$ cat src/rtl/clk_divider_pkg.sv
// Shared constants and sizing helper for the integer clock divider.
package clk_divider_pkg;

  localparam int unsigned DEF_CLK_DIVISOR = 50000;

  // Half-period counter width; never narrower than one bit.
  function automatic int unsigned cnt_width(input int unsigned divisor);
    int unsigned half;
    half = divisor / 2;
    if (half <= 1) return 1;
    return $clog2(half);
  endfunction

endpackage

$ cat src/rtl/clk_divider.sv
// Integer clock divider: 50%-duty CLK_OUT with a period of DIVISOR CLK cycles.
// Optional TICK pulse output when CLK_DIVIDER_TICK_EN is defined.
module clk_divider
  import clk_divider_pkg::*;
#(
  parameter int unsigned DIVISOR = DEF_CLK_DIVISOR
) (
  input  logic CLK,
  input  logic RST,
  input  logic CE,
`ifdef CLK_DIVIDER_TICK_EN
  output logic TICK,
`endif
  output logic CLK_OUT
);

  localparam int unsigned HALF  = DIVISOR / 2;
  localparam int unsigned CNT_W = cnt_width(DIVISOR);
  localparam logic [CNT_W-1:0] CNT_MAX = CNT_W'(HALF - 1);

  generate
    if (DIVISOR < 2 || (DIVISOR % 2) != 0) begin : g_bad_divisor
      $error("clk_divider: DIVISOR must be even and >= 2");
    end
  endgenerate

  logic [CNT_W-1:0] cnt;
  logic             wrap_c;

  // End of a half period.
  always_comb begin
    wrap_c = 1'b0;
    if (cnt == CNT_MAX) wrap_c = 1'b1;
  end

  always_ff @(posedge CLK) begin
    if (RST) begin
      cnt     <= '0;
      CLK_OUT <= 1'b0;
    end else if (CE) begin
      if (wrap_c) begin
        cnt     <= '0;
        CLK_OUT <= ~CLK_OUT;
      end else begin
        cnt <= cnt + CNT_W'(1);
      end
    end
  end

`ifdef CLK_DIVIDER_TICK_EN
  // One-cycle pulse aligned with the first high cycle of CLK_OUT.
  always_ff @(posedge CLK) begin
    if (RST) TICK <= 1'b0;
    else     TICK <= CE & wrap_c & ~CLK_OUT;
  end
`endif

endmodule

$ cat config.mk
export PLATFORM = sky130hd
export DESIGN_NAME = clk_divider
export DESIGN_NICKNAME = d
export VERILOG_FILES = /design/src/rtl/clk_divider_pkg.sv /design/src/rtl/clk_divider.sv
export SDC_FILE = /design/constraint.sdc
export NUM_CORES = 1
export LEC_CHECK = 0
export CAP_MARGIN = 5
export CORE_ASPECT_RATIO = 1.5
export CORE_UTILIZATION = 25
export DETAILED_ROUTE_END_ITERATION = 10
export SETUP_SLACK_MARGIN = 0.5
export SKIP_CTS_REPAIR_TIMING = 1
export SLEW_MARGIN = 15
export SYNTH_ARGS = -nofsm -noshare
export SYNTH_HDL_FRONTEND = slang
export SYNTH_SLANG_ARGS = --single-unit
$ cat constraint.sdc
create_clock -name CLK -period 2.87 [get_ports CLK]
set_input_delay 0.574 -clock CLK [delete_from_list [all_inputs] [get_ports CLK]]
set_output_delay 0.574 -clock CLK [all_outputs]
set_load 0.01 [all_outputs]
Word level (Yosys, flattened, before mapping):

Cells that the tools add are included.

* $add $sub $neg: 1
* equal/unequal tests: 1
* muxes and demuxes: 2
* bitwise operators: 1
* reduce and logical (&&, ||, !) cells: 1

Operators with widths (number)
* 15-bit by 1-bit adder with 15-bit output, second input constant: 1
* 15-bit == test, second input constant: 1
* 15-bit 2-to-1 mux: 1
* 2-bit AND reduction: 1
* 1-bit 2-to-1 mux: 1
* 1-bit inverter: 1

* register bits after elaboration: 16
* input port bits: 3
* output and inout port bits: 1
* word-level logic and storage cells: 8

Depth between registers and ports, before layout:

Gate-level depths: netlist (run 1).

* word-level depth: 3
* gate-level depth with buffers: 6
* mapped depth without buffers: 5

Worst setup path before layout (run 1):

Ideal clock, no wire load.

* path type: register to register
* start point: register cnt[4]
* end point: register cnt[14]
* setup time: 0.070 ns
* data arrival time: 1.552 ns
* data required time: 2.800 ns
* slack: 1.248 ns
* stages on the path, launching flop included: 5
* buffers on the path: 0
* clock period less this slack: 1.622 ns
* cell sequence: dfxtp_1 nand4_2 or3_4 or4_1 a21oi_1

* cells in the longest elaborated chain, start to end: 3
* elaborated cells on any way between the ends: 4
* classes of those cells: add/sub (1); eq/ne (1); mux (2)

Ends and longest elaborated chain
* start: declaration: line clk_divider.sv:27 `logic [CNT_W-1:0] cnt;`
* start signal: assignment: line clk_divider.sv:45 `cnt <= cnt + CNT_W'(1);`
* branches (longest 2 deep; another with 15-bit by 1-bit adder with 15-bit output)
* 15-bit 2-to-1 mux (*): line clk_divider.sv:41 `if (wrap_c) begin`

Mark *: on every way between the ends.
A chain may end at the register's enable or synchronous reset.

==> flow_summary.json, run 1 <==
{
  "status": "completed",
  "syn_to_final_growth_pct": 13.4,
  "drive_gt1_frac": 0.107,
  "min-delay-path-class": "flop to flop",
  "timing_hold_violations_final": 0,
  "globalRouteOverflowTotal": 0,
  "critical-path-max-stage-delay_ns": 0.58,
  "worst-setup-path-type": "primary input to flop",
  "fp.dieW_um": 46.4,
  "cap_violations": 0,
  "worst_slew_margin_rel": 0.645,
  "drt.antenna.violating_nets": 0,
  "tritoncts": "built",
  "drc": 0,
  "gr-usage-all-layers": 0.105,
  "antenna_found_initial": 0,
  "first_pass_iters": 4,
  "number_of_placement_rows": 23,
  "grt_setup_unrepaired": "no",
  "avgViaCountPerCell": 4.91,
  "grt_pass1_vias": 577,
  "timing.rr.end": "cnt[14]",
  "routed_wl_um": 1370,
  "cell_total_after_placement": 118,
  "gp_congestion": 0.737,
  "count_of_warnings_emitted_by_yosys": 0,
  "finalClockSkew_ns": 0.00209,
  "syn-mean-instance-area_um2": 9.13,
  "finalSetupTns_ns": 0,
  "worst_r2r_startpoint": "cnt[4]",
  "postSynthRegisterBits": 16,
  "largest_voltage_drop_on_the_vdd_net_uv": 181,
  "worst-path-max-fanout": 6,
  "worst-slew-pin-transition_ns": 0.532,
  "starting_drt_drc_count": 9,
  "clock_insertion_delay_worst_skew_ns": 0.25,
  "cts.root.buffer_cell": "sky130_fd_sc_hd__clkbuf_8",
  "period_share": 0.710,
  "cts.sinks": 16,
  "worstHoldStart": "cnt[14]",
  "n_fill_cell": 294,
  "net_count_after_synthesis": 85,
  "yosysSeqAreaShare": 0.433,
  "synth_area_leader_cell": "sky130_fd_sc_hd__dfxtp_1",
  "net-switching-power_w": 0.0000822,
  "cts_max_path_buffers": 2,
  "cp_slowest_cell": "sky130_fd_sc_hd__clkdlybuf4s50_1",
  "buffer_ports.inserted": 3,
  "clk_pin_slew_worst_paths_ns": 0.06,
  "route.vias.total": 594,
  "insertedDiodeCount": 0,
  "start_kind": "primary input",
  "final-setup-viol-count": 0,
  "postSynthCellCount": 81,
  "p_leak_nw": 0.288,
  "yosysTopAreaCellShare": 0.433,
  "dieArea_um2": 3180,
  "final_nets": 90,
  "whs_path_depth": 2,
  "route.detailed.wl_per_inst_um": 11.3,
  "p_int_w": 0.000325,
  "dp_hpwl_um": 999,
  "comb_power_share": 0.036,
  "hold_end": "cnt[14]",
  "ctsHtreeMaxLevel": 1,
  "power_frac_seq": 0.559,
  "grt_pass1_wl_um": 2350,
  "final-instance-count-excl-fill": 121,
  "synth.top_cells.by_area": "sky130_fd_sc_hd__dfxtp_1 (43%), sky130_fd_sc_hd__xor2_1 (8.3%), sky130_fd_sc_hd__nor2_1 (8.1%), sky130_fd_sc_hd__xnor2_1 (7.1%), sky130_fd_sc_hd__nand4_1 (3.4%)",
  "cts_made_buffers": 3,
  "regToRegSetupSlack_ns": 1.09,
  "clock_power_share": 0.405,
  "boundaryPins": 4,
  "r2r_cells": 4,
  "post_synth_instance_area_um2": 739,
  "worstPathCellList": "clkdlybuf4s50_1 > and4_1 > nand3_1 > or3_2 > a21oi_1",
  "die_h_um": 68.6,
  "utilization": 0.307,
  "floorplan.initialDensity": 0.270,
  "core_area_um2": 2730,
  "end_kind": "flop",
  "timing_max_transition_violations_final": 0,
  "cp_data_required_time_ns": 3.05,
  "minimum_clock_period_ns": 2.04,
  "sw_frac_of_total": 0.202,
  "pin_count_of_the_biggest_net_entering_global_routing": 15,
  "achievable-frequency_mhz": 491,
  "p_per_area_nw_per_um2": 486,
  "ys_types": 27,
  "data_arrival_time_of_the_critical_path_ns": 2.21
}
==> power groups by stage <==
stage	Sequential [W]	Clock (W)	Combinational, W
after global placement	0.000232	0	0.0000139
after floorplan	0.000232	0	0.00000892
after CTS	0.000228	0.000168	0.0000151
after detailed placement	0.000233	0	0.0000150
final	0.000228	0.000165	0.0000146
after global routing	0.000228	0.000180	0.0000164
==> layout by cell type (no fill, tap or decap) <==
master,Yosys,routed
sky130_fd_sc_hd__xnor2_1,6,6
sky130_fd_sc_hd__ha_1,1,1
sky130_fd_sc_hd__nor4_1,1,1
sky130_fd_sc_hd__nand3_1,3,3
sky130_fd_sc_hd__or3_4,1,1
sky130_fd_sc_hd__nand2b_1,1,1
sky130_fd_sc_hd__o31ai_1,1,1
sky130_fd_sc_hd__nand2_1,5,5
sky130_fd_sc_hd__clkdlybuf4s50_1,0,3
sky130_fd_sc_hd__and3_1,1,1
sky130_fd_sc_hd__nand4_2,1,1
sky130_fd_sc_hd__and4_1,2,2
sky130_fd_sc_hd__nor3_1,2,2
sky130_fd_sc_hd__mux2i_1,1,1
sky130_fd_sc_hd__or4_1,1,1
sky130_fd_sc_hd__a21oi_1,2,2
sky130_fd_sc_hd__nor2_1,16,16
sky130_fd_sc_hd__o21ai_0,1,1
sky130_fd_sc_hd__or3_2,1,1
sky130_fd_sc_hd__and4_2,1,1
sky130_fd_sc_hd__and4b_2,1,1
sky130_fd_sc_hd__clkbuf_8,0,3
sky130_fd_sc_hd__xor2_1,7,7
sky130_fd_sc_hd__dfxtp_1,16,16
sky130_fd_sc_hd__nor4b_1,1,1
sky130_fd_sc_hd__nand4_1,4,4
sky130_fd_sc_hd__and3_2,1,1
==> per-layer routing <==
metal,GRT usage,wire length [µm]
met5,0,0
met4,0.0882,48
met3,0.00781,31
met2,0.191,733
met1,0.101,555
==> metrics by stage <==
stage                     setup slack, ns  hold slack [ns]  total power [W]  cell area, µm²
after floorplan                      1.25            0.448         0.000241             739
after global placement              0.609            0.472         0.000246             797
after detailed placement            0.565            0.487         0.000248             797
after CTS                           0.809            0.495         0.000411             838
after global routing                0.706            0.544         0.000424             838
final                               0.833            0.497         0.000408             838
==> final cells by class <==
cell class,instances,area (µm²),area share
well taps,37,46.3,0.0552
multi-input cells,62,400,0.478
flip-flops and latches,16,320,0.382
clock buffers,3,41.3,0.0493
repair buffers,3,30.0,0.0358
==> critical path, delay by kind of cell <==
kind	cells	cell delay, ns
simple gates	3	0.91
buf+inv	1	0.58
compound gates	1	0.15
==> worst max-delay path by stage <==
stage,start,endpoint,cells after the start,slack [ns]
after global placement,CE,cnt[13],5,0.61
final,CE,cnt[13],5,0.83
after detailed placement,CE,cnt[13],5,0.57
after CTS,CE,cnt[13],5,0.81
after floorplan,cnt[4],cnt[14],4,1.25
after global routing,CE,cnt[13],5,0.71
==> kinds of logic (layout without fill, tap and decap cells) <==
group / after synthesis / after routing / synth area share
simple gates: 43 / 43 / 0.327
flops: 16 / 16 / 0.433
xor+xnor: 13 / 13 / 0.154
compound gates: 4 / 4 / 0.0305
buf+inv: 3 / 6 / 0.0254
fa+ha+maj: 1 / 1 / 0.0169
mux: 1 / 1 / 0.0135
==> synth_stat cells <==
cell type and n:
sky130_fd_sc_hd__and4_1 2, sky130_fd_sc_hd__or4_1 1, sky130_fd_sc_hd__and3_2 1, sky130_fd_sc_hd__mux2i_1 1
sky130_fd_sc_hd__nand3_1 3, sky130_fd_sc_hd__buf_6 1, sky130_fd_sc_hd__a21oi_1 2, sky130_fd_sc_hd__xnor2_1 6
sky130_fd_sc_hd__o21ai_0 1, sky130_fd_sc_hd__xor2_1 7, sky130_fd_sc_hd__nor3_1 2, sky130_fd_sc_hd__nand4_2 1
sky130_fd_sc_hd__nand2_1 5, sky130_fd_sc_hd__dfxtp_1 16, sky130_fd_sc_hd__and3_1 1, sky130_fd_sc_hd__nand2b_1 1
sky130_fd_sc_hd__or3_2 1, sky130_fd_sc_hd__nor4b_1 1, sky130_fd_sc_hd__ha_1 1, sky130_fd_sc_hd__nor2_1 16
sky130_fd_sc_hd__nand4_1 4, sky130_fd_sc_hd__and4_2 1, sky130_fd_sc_hd__and4b_2 1, sky130_fd_sc_hd__o31ai_1 1
sky130_fd_sc_hd__clkbuf_1 2, sky130_fd_sc_hd__nor4_1 1, sky130_fd_sc_hd__or3_4 1
==> state kept, by name (all words and copies together) (netlist names) <==
register and count:
cnt 15, CLK_OUT 1
No activity file was read; power rests on OpenSTA's default activity.
==> inputs of run 2 (changes only) <==
==> constraint.sdc (replaced) <==
create_clock -name CLK -period 1.7 [get_ports CLK]
set_input_delay 0.34 -clock CLK [delete_from_list [all_inputs] [get_ports CLK]]
set_output_delay 0.34 -clock CLK [all_outputs]
set_load 0.01 [all_outputs]
==> run 2 against run 1 <==
Effect of this change:
- worst hold slack improved by 0.0067 ns
- first-iteration DRC count down 11%
- critical path type is now flop to flop
- register-to-register slack worse by 0.95 ns
- largest power group unchanged
==> flow_summary.json, run 2 (synthesis gave the netlist of run 1 again) <==
{
  "globalRouteOverflowTotal": 0,
  "starting_drt_drc_count": 8,
  "data_arrival_time_of_the_critical_path_ns": 1.74,
  "worst-path-max-fanout": 5,
  "tritoncts": "built",
  "clock_insertion_delay_worst_skew_ns": 0.25,
  "number_of_placement_rows": 23,
  "dieArea_um2": 3180,
  "final-setup-viol-count": 0,
  "buffer_ports.inserted": 3,
  "route.detailed.wl_per_inst_um": 12.0,
  "achievable-frequency_mhz": 641,
  "insertedDiodeCount": 0,
  "worst-slew-pin-transition_ns": 0.312,
  "timing.rr.end": "cnt[14]",
  "cap_violations": 0,
  "die_h_um": 68.6,
  "final_nets": 100,
  "finalClockSkew_ns": 0.00678,
  "grt_pass1_vias": 593,
  "cts.root.buffer_cell": "sky130_fd_sc_hd__clkbuf_8",
  "utilization": 0.363,
  "worst_slew_margin_rel": 0.790,
  "drc": 0,
  "syn_to_final_growth_pct": 34.2,
  "fp.dieW_um": 46.4,
  "finalSetupTns_ns": 0,
  "antenna_found_initial": 0,
  "drt.antenna.violating_nets": 0,
  "status": "completed",
  "p_per_area_nw_per_um2": 710,
  "start_kind": "flop",
  "total_power_w": 0.000704,
  "regToRegSetupSlack_ns": 0.14,
  "worst-setup-path-type": "flop to flop",
  "worstPathCellList": "nand4_4 > or3_4 > or4_4 > a21oi_2",
  "gp_congestion": 0.859,
  "route.vias.total": 614,
  "first_pass_iters": 3,
  "dp_hpwl_um": 1120,
  "cts.sinks": 16,
  "final_cell_mix": "sky130_fd_sc_hd__nor2_1 (16), sky130_fd_sc_hd__xor2_1 (7), sky130_fd_sc_hd__dfxtp_2 (7), sky130_fd_sc_hd__buf_4 (7), sky130_fd_sc_hd__xnor2_1 (6)",
  "timing_max_transition_violations_final": 0,
  "cts_made_buffers": 3,
  "grt_setup_unrepaired": "yes",
  "grt_pass1_wl_um": 2540,
  "largest-register": "cnt",
  "worst_setup_path_startpoint": "cnt[6]",
  "floorplan.initialDensity": 0.270,
  "clk_pin_slew_worst_paths_ns": 0.07,
  "p_leak_nw": 0.384,
  "critical-path-max-stage-delay_ns": 0.49,
  "worst_r2r_startpoint": "cnt[6]",
  "cp_slowest_cell": "sky130_fd_sc_hd__or4_4",
  "largest_register_ffs": 15,
  "min-delay-path-class": "primary input to flop",
  "destination_of_the_critical_timing_path": "cnt[14]",
  "cts_max_path_buffers": 2,
  "r2r_cells": 4,
  "avgViaCountPerCell": 4.65,
  "gr-usage-all-layers": 0.112,
  "final.setup.worst_slack_ns": 0.140,
  "layout.cells.most_common": "sky130_fd_sc_hd__nor2_1",
  "boundaryPins": 4,
  "timing_hold_violations_final": 0,
  "place_ws_ns": -0.0498,
  "routed_wl_um": 1590,
  "end_kind": "flop",
  "largest_voltage_drop_on_the_vdd_net_uv": 368,
  "core_area_um2": 2730,
  "registers_with_the_highest_flip_flop_counts": "cnt: 15 flops, CLK_OUT: 1 flops",
  "pin_count_of_the_biggest_net_entering_global_routing": 10,
  "drive_gt1_frac": 0.379,
  "ctsHtreeMaxLevel": 1,
  "worst_hold_slack_ns": 0.503,
  "period_share": 0.918,
  "minimum_clock_period_ns": 1.56,
  "cp_data_required_time_ns": 1.88
}
run 2: cell types whose count changed in the layout (fill, tap and decap cells not counted), moves of 2 or more:
cell	change
sky130_fd_sc_hd__a21oi_1	-2
sky130_fd_sc_hd__buf_4	+7
sky130_fd_sc_hd__dfxtp_2	+7
sky130_fd_sc_hd__a21oi_2	+2
sky130_fd_sc_hd__buf_6	+3
sky130_fd_sc_hd__dfxtp_4	+4
sky130_fd_sc_hd__clkdlybuf4s50_1	-2
sky130_fd_sc_hd__dlymetal6s2s_1	+2
sky130_fd_sc_hd__dfxtp_1	-11
run 2: per-layer routing:
layer,vias to the layer above,wire [µm],track usage
li1,308,-,-
met2,6,870,0.200
met5,-,0,0
met3,2,39,0.0234
met1,298,665,0.125
met4,0,13,0.0441
run 2: power breakdown:
group	switching (W)	internal [W]
sequential	0.00000504	0.000375
clock	0.000124	0.000166
combinational	0.0000152	0.0000195
total	0.000144	0.000560
run 2: critical path, delay by kind of cell (launching register included):
family	cells	cell delay (ns)
AND/OR/NAND/NOR	3	0.98
AO/OA/AOI/OAI	1	0.13
flip-flops	1	0.38
run 2: how the worst min path moves through the flow:
stage | slack [ns] | start | cells past startpoint | to
floorplan | 0.41 | RST | 1 | CLK_OUT
global placement | 0.47 | cnt[14] | 2 | cnt[14]
detailed placement | 0.48 | cnt[14] | 2 | cnt[14]
CTS | 0.49 | cnt[14] | 2 | cnt[14]
global route | 0.54 | cnt[14] | 2 | cnt[14]
finish | 0.50 | CE | 4 | cnt[2]
run 2: per-stage QoR:
step                      cell area [µm²]  std cells
after floorplan                       777         81
after global placement                891        126
after detailed placement              891        126
after CTS                             936        130
after global routing                  992        132
final                                 992        132
run 2: final cells by class:
type                       instances  area, µm²
fill                             294       1740
multi-input combinational         62        435
sequential                        16        344
timing repair buffer              13        121
tap                               37       46.3
clock buffer                       4       45.0
==> inputs of run 3 (changes only) <==
--- a/config.mk
+++ b/config.mk
@@ -15,3 +15,4 @@
 export SYNTH_ARGS = -nofsm -noshare
 export SYNTH_HDL_FRONTEND = slang
 export SYNTH_SLANG_ARGS = --single-unit
+export TNS_END_PERCENT = 20
==> run 3 against run 2 <==
Effect of this change:
- global-route usage decreased by 0.27 points
- critical endpoint unchanged
- register-to-register slack improved by 0.07 ns
- clock skew fell by 0.0046 ns
- flip-flop and latch count is the same
- core utilization is 0.27 points lower
- combinational power fell by 6.1%
==> flow_summary.json, run 3 (synthesis gave the netlist of run 1 again) <==
{
  "status": "completed",
  "cp_data_required_time_ns": 1.88,
  "achievable-frequency_mhz": 673,
  "avgViaCountPerCell": 4.68,
  "worst_r2r_startpoint": "cnt[5]",
  "worst-setup-path-type": "flop to flop",
  "cell_total_after_placement": 123,
  "minimum_clock_period_ns": 1.49,
  "cap_violations": 0,
  "number_of_placement_rows": 23,
  "n_fill_cell": 284,
  "worst_setup_path_startpoint": "cnt[5]",
  "dp_hpwl_um": 1040,
  "boundaryPins": 4,
  "worst_slew_margin_rel": 0.801,
  "start_kind": "flop",
  "final-setup-viol-count": 0,
  "buffer_ports.inserted": 3,
  "largest-register": "cnt",
  "ctsHtreeMaxLevel": 1,
  "end_kind": "flop",
  "gp_congestion": 0.779,
  "routed_wl_um": 1510,
  "worstHoldStart": "CE",
  "p_per_area_nw_per_um2": 710,
  "cts.sinks": 16,
  "p_leak_nw": 0.377,
  "core_area_um2": 2730,
  "timing_hold_violations_final": 0,
  "registers_with_the_highest_flip_flop_counts": "cnt: 15 flops, CLK_OUT: 1 flops",
  "worst-path-max-fanout": 6,
  "period_share": 0.874,
  "dieArea_um2": 3180,
  "floorplan.initialDensity": 0.270,
  "final_cell_mix": "sky130_fd_sc_hd__nor2_1 (16), sky130_fd_sc_hd__xor2_1 (7), sky130_fd_sc_hd__buf_4 (7)",
  "finalClockSkew_ns": 0.00220,
  "layout.cells.most_common": "sky130_fd_sc_hd__nor2_1",
  "die_h_um": 68.6,
  "utilization": 0.360,
  "drt.antenna.violating_nets": 0,
  "largest_register_ffs": 15,
  "pin_count_of_the_biggest_net_entering_global_routing": 15,
  "tritoncts": "built",
  "grt_setup_unrepaired": "yes",
  "drc": 0,
  "grt_pass1_wl_um": 2500,
  "cts_made_buffers": 3,
  "total_power_w": 0.000700,
  "globalRouteOverflowTotal": 0,
  "grt_pass1_vias": 577,
  "data_arrival_time_of_the_critical_path_ns": 1.67,
  "final_nets": 98,
  "min-delay-path-class": "primary input to flop",
  "clock_insertion_delay_worst_skew_ns": 0.25,
  "syn_to_final_growth_pct": 33.2,
  "insertedDiodeCount": 0,
  "first_pass_iters": 4,
  "final-instance-count-excl-fill": 130,
  "cts_max_path_buffers": 2,
  "gr-usage-all-layers": 0.110,
  "antenna_found_initial": 0,
  "drive_gt1_frac": 0.366,
  "largest_voltage_drop_on_the_vdd_net_uv": 311,
  "fp.dieW_um": 46.4,
  "timing_max_transition_violations_final": 0,
  "worst-slew-pin-transition_ns": 0.296,
  "cts.root.buffer_cell": "sky130_fd_sc_hd__clkbuf_8",
  "route.detailed.wl_per_inst_um": 11.6,
  "route.vias.total": 608,
  "starting_drt_drc_count": 8,
  "clk_pin_slew_worst_paths_ns": 0.06,
  "worst_hold_slack_ns": 0.506
}
run 3: critical path: stages (launching register included):
cell and delay [ns]:
sky130_fd_sc_hd__dfxtp_4 0.38, sky130_fd_sc_hd__nand4_4 0.11, sky130_fd_sc_hd__or3_4 0.36, sky130_fd_sc_hd__or4_4 0.43
sky130_fd_sc_hd__a21oi_2 0.13
run 3: final cells by class:
type / instances / area [µm²] / share of cell area
timing repair buffer: 11 / 108 / 0.109
sequential: 16 / 345 / 0.351
multi-input combinational: 62 / 440 / 0.447
tap: 37 / 46.3 / 0.0470
clock buffer: 4 / 45.0 / 0.0457
run 3: power by group:
group / total, W / switching (W) / internal [W] / leakage [nW]
registers: 0.000378 / 0.00000440 / 0.000373 / 0.136
logic: 0.0000326 / 0.0000149 / 0.0000178 / 0.219
clock network: 0.000289 / 0.000123 / 0.000166 / 0.0228
run 3: per-stage QoR:
step / setup WS (ns) / instance area (µm²) / TNS [ns]
after floorplan: 0.314 / 774 / 0
after global placement: -0.00795 / 881 / -0.00863
after detailed placement: -0.0863 / 881 / -0.178
after CTS: 0.166 / 926 / 0
after global routing: 0.190 / 985 / 0
final: 0.214 / 985 / 0
run 3: path summary, 6_finish.rpt:
kind,endpoint,slack [ns],depth (start not counted)
max reg2reg,cnt[14],0.21,4
max,cnt[14],0.21,4
min,cnt[2],0.51,4
min reg2reg,cnt[1],0.52,2
run 3: layer usage:
layer,part of all wire,GRT usage,wire [µm]
met1,0.43,0.125,644
met3,0.023,0.0156,35
met5,0,0,0
met2,0.53,0.186,797
met4,0.019,0.0662,29
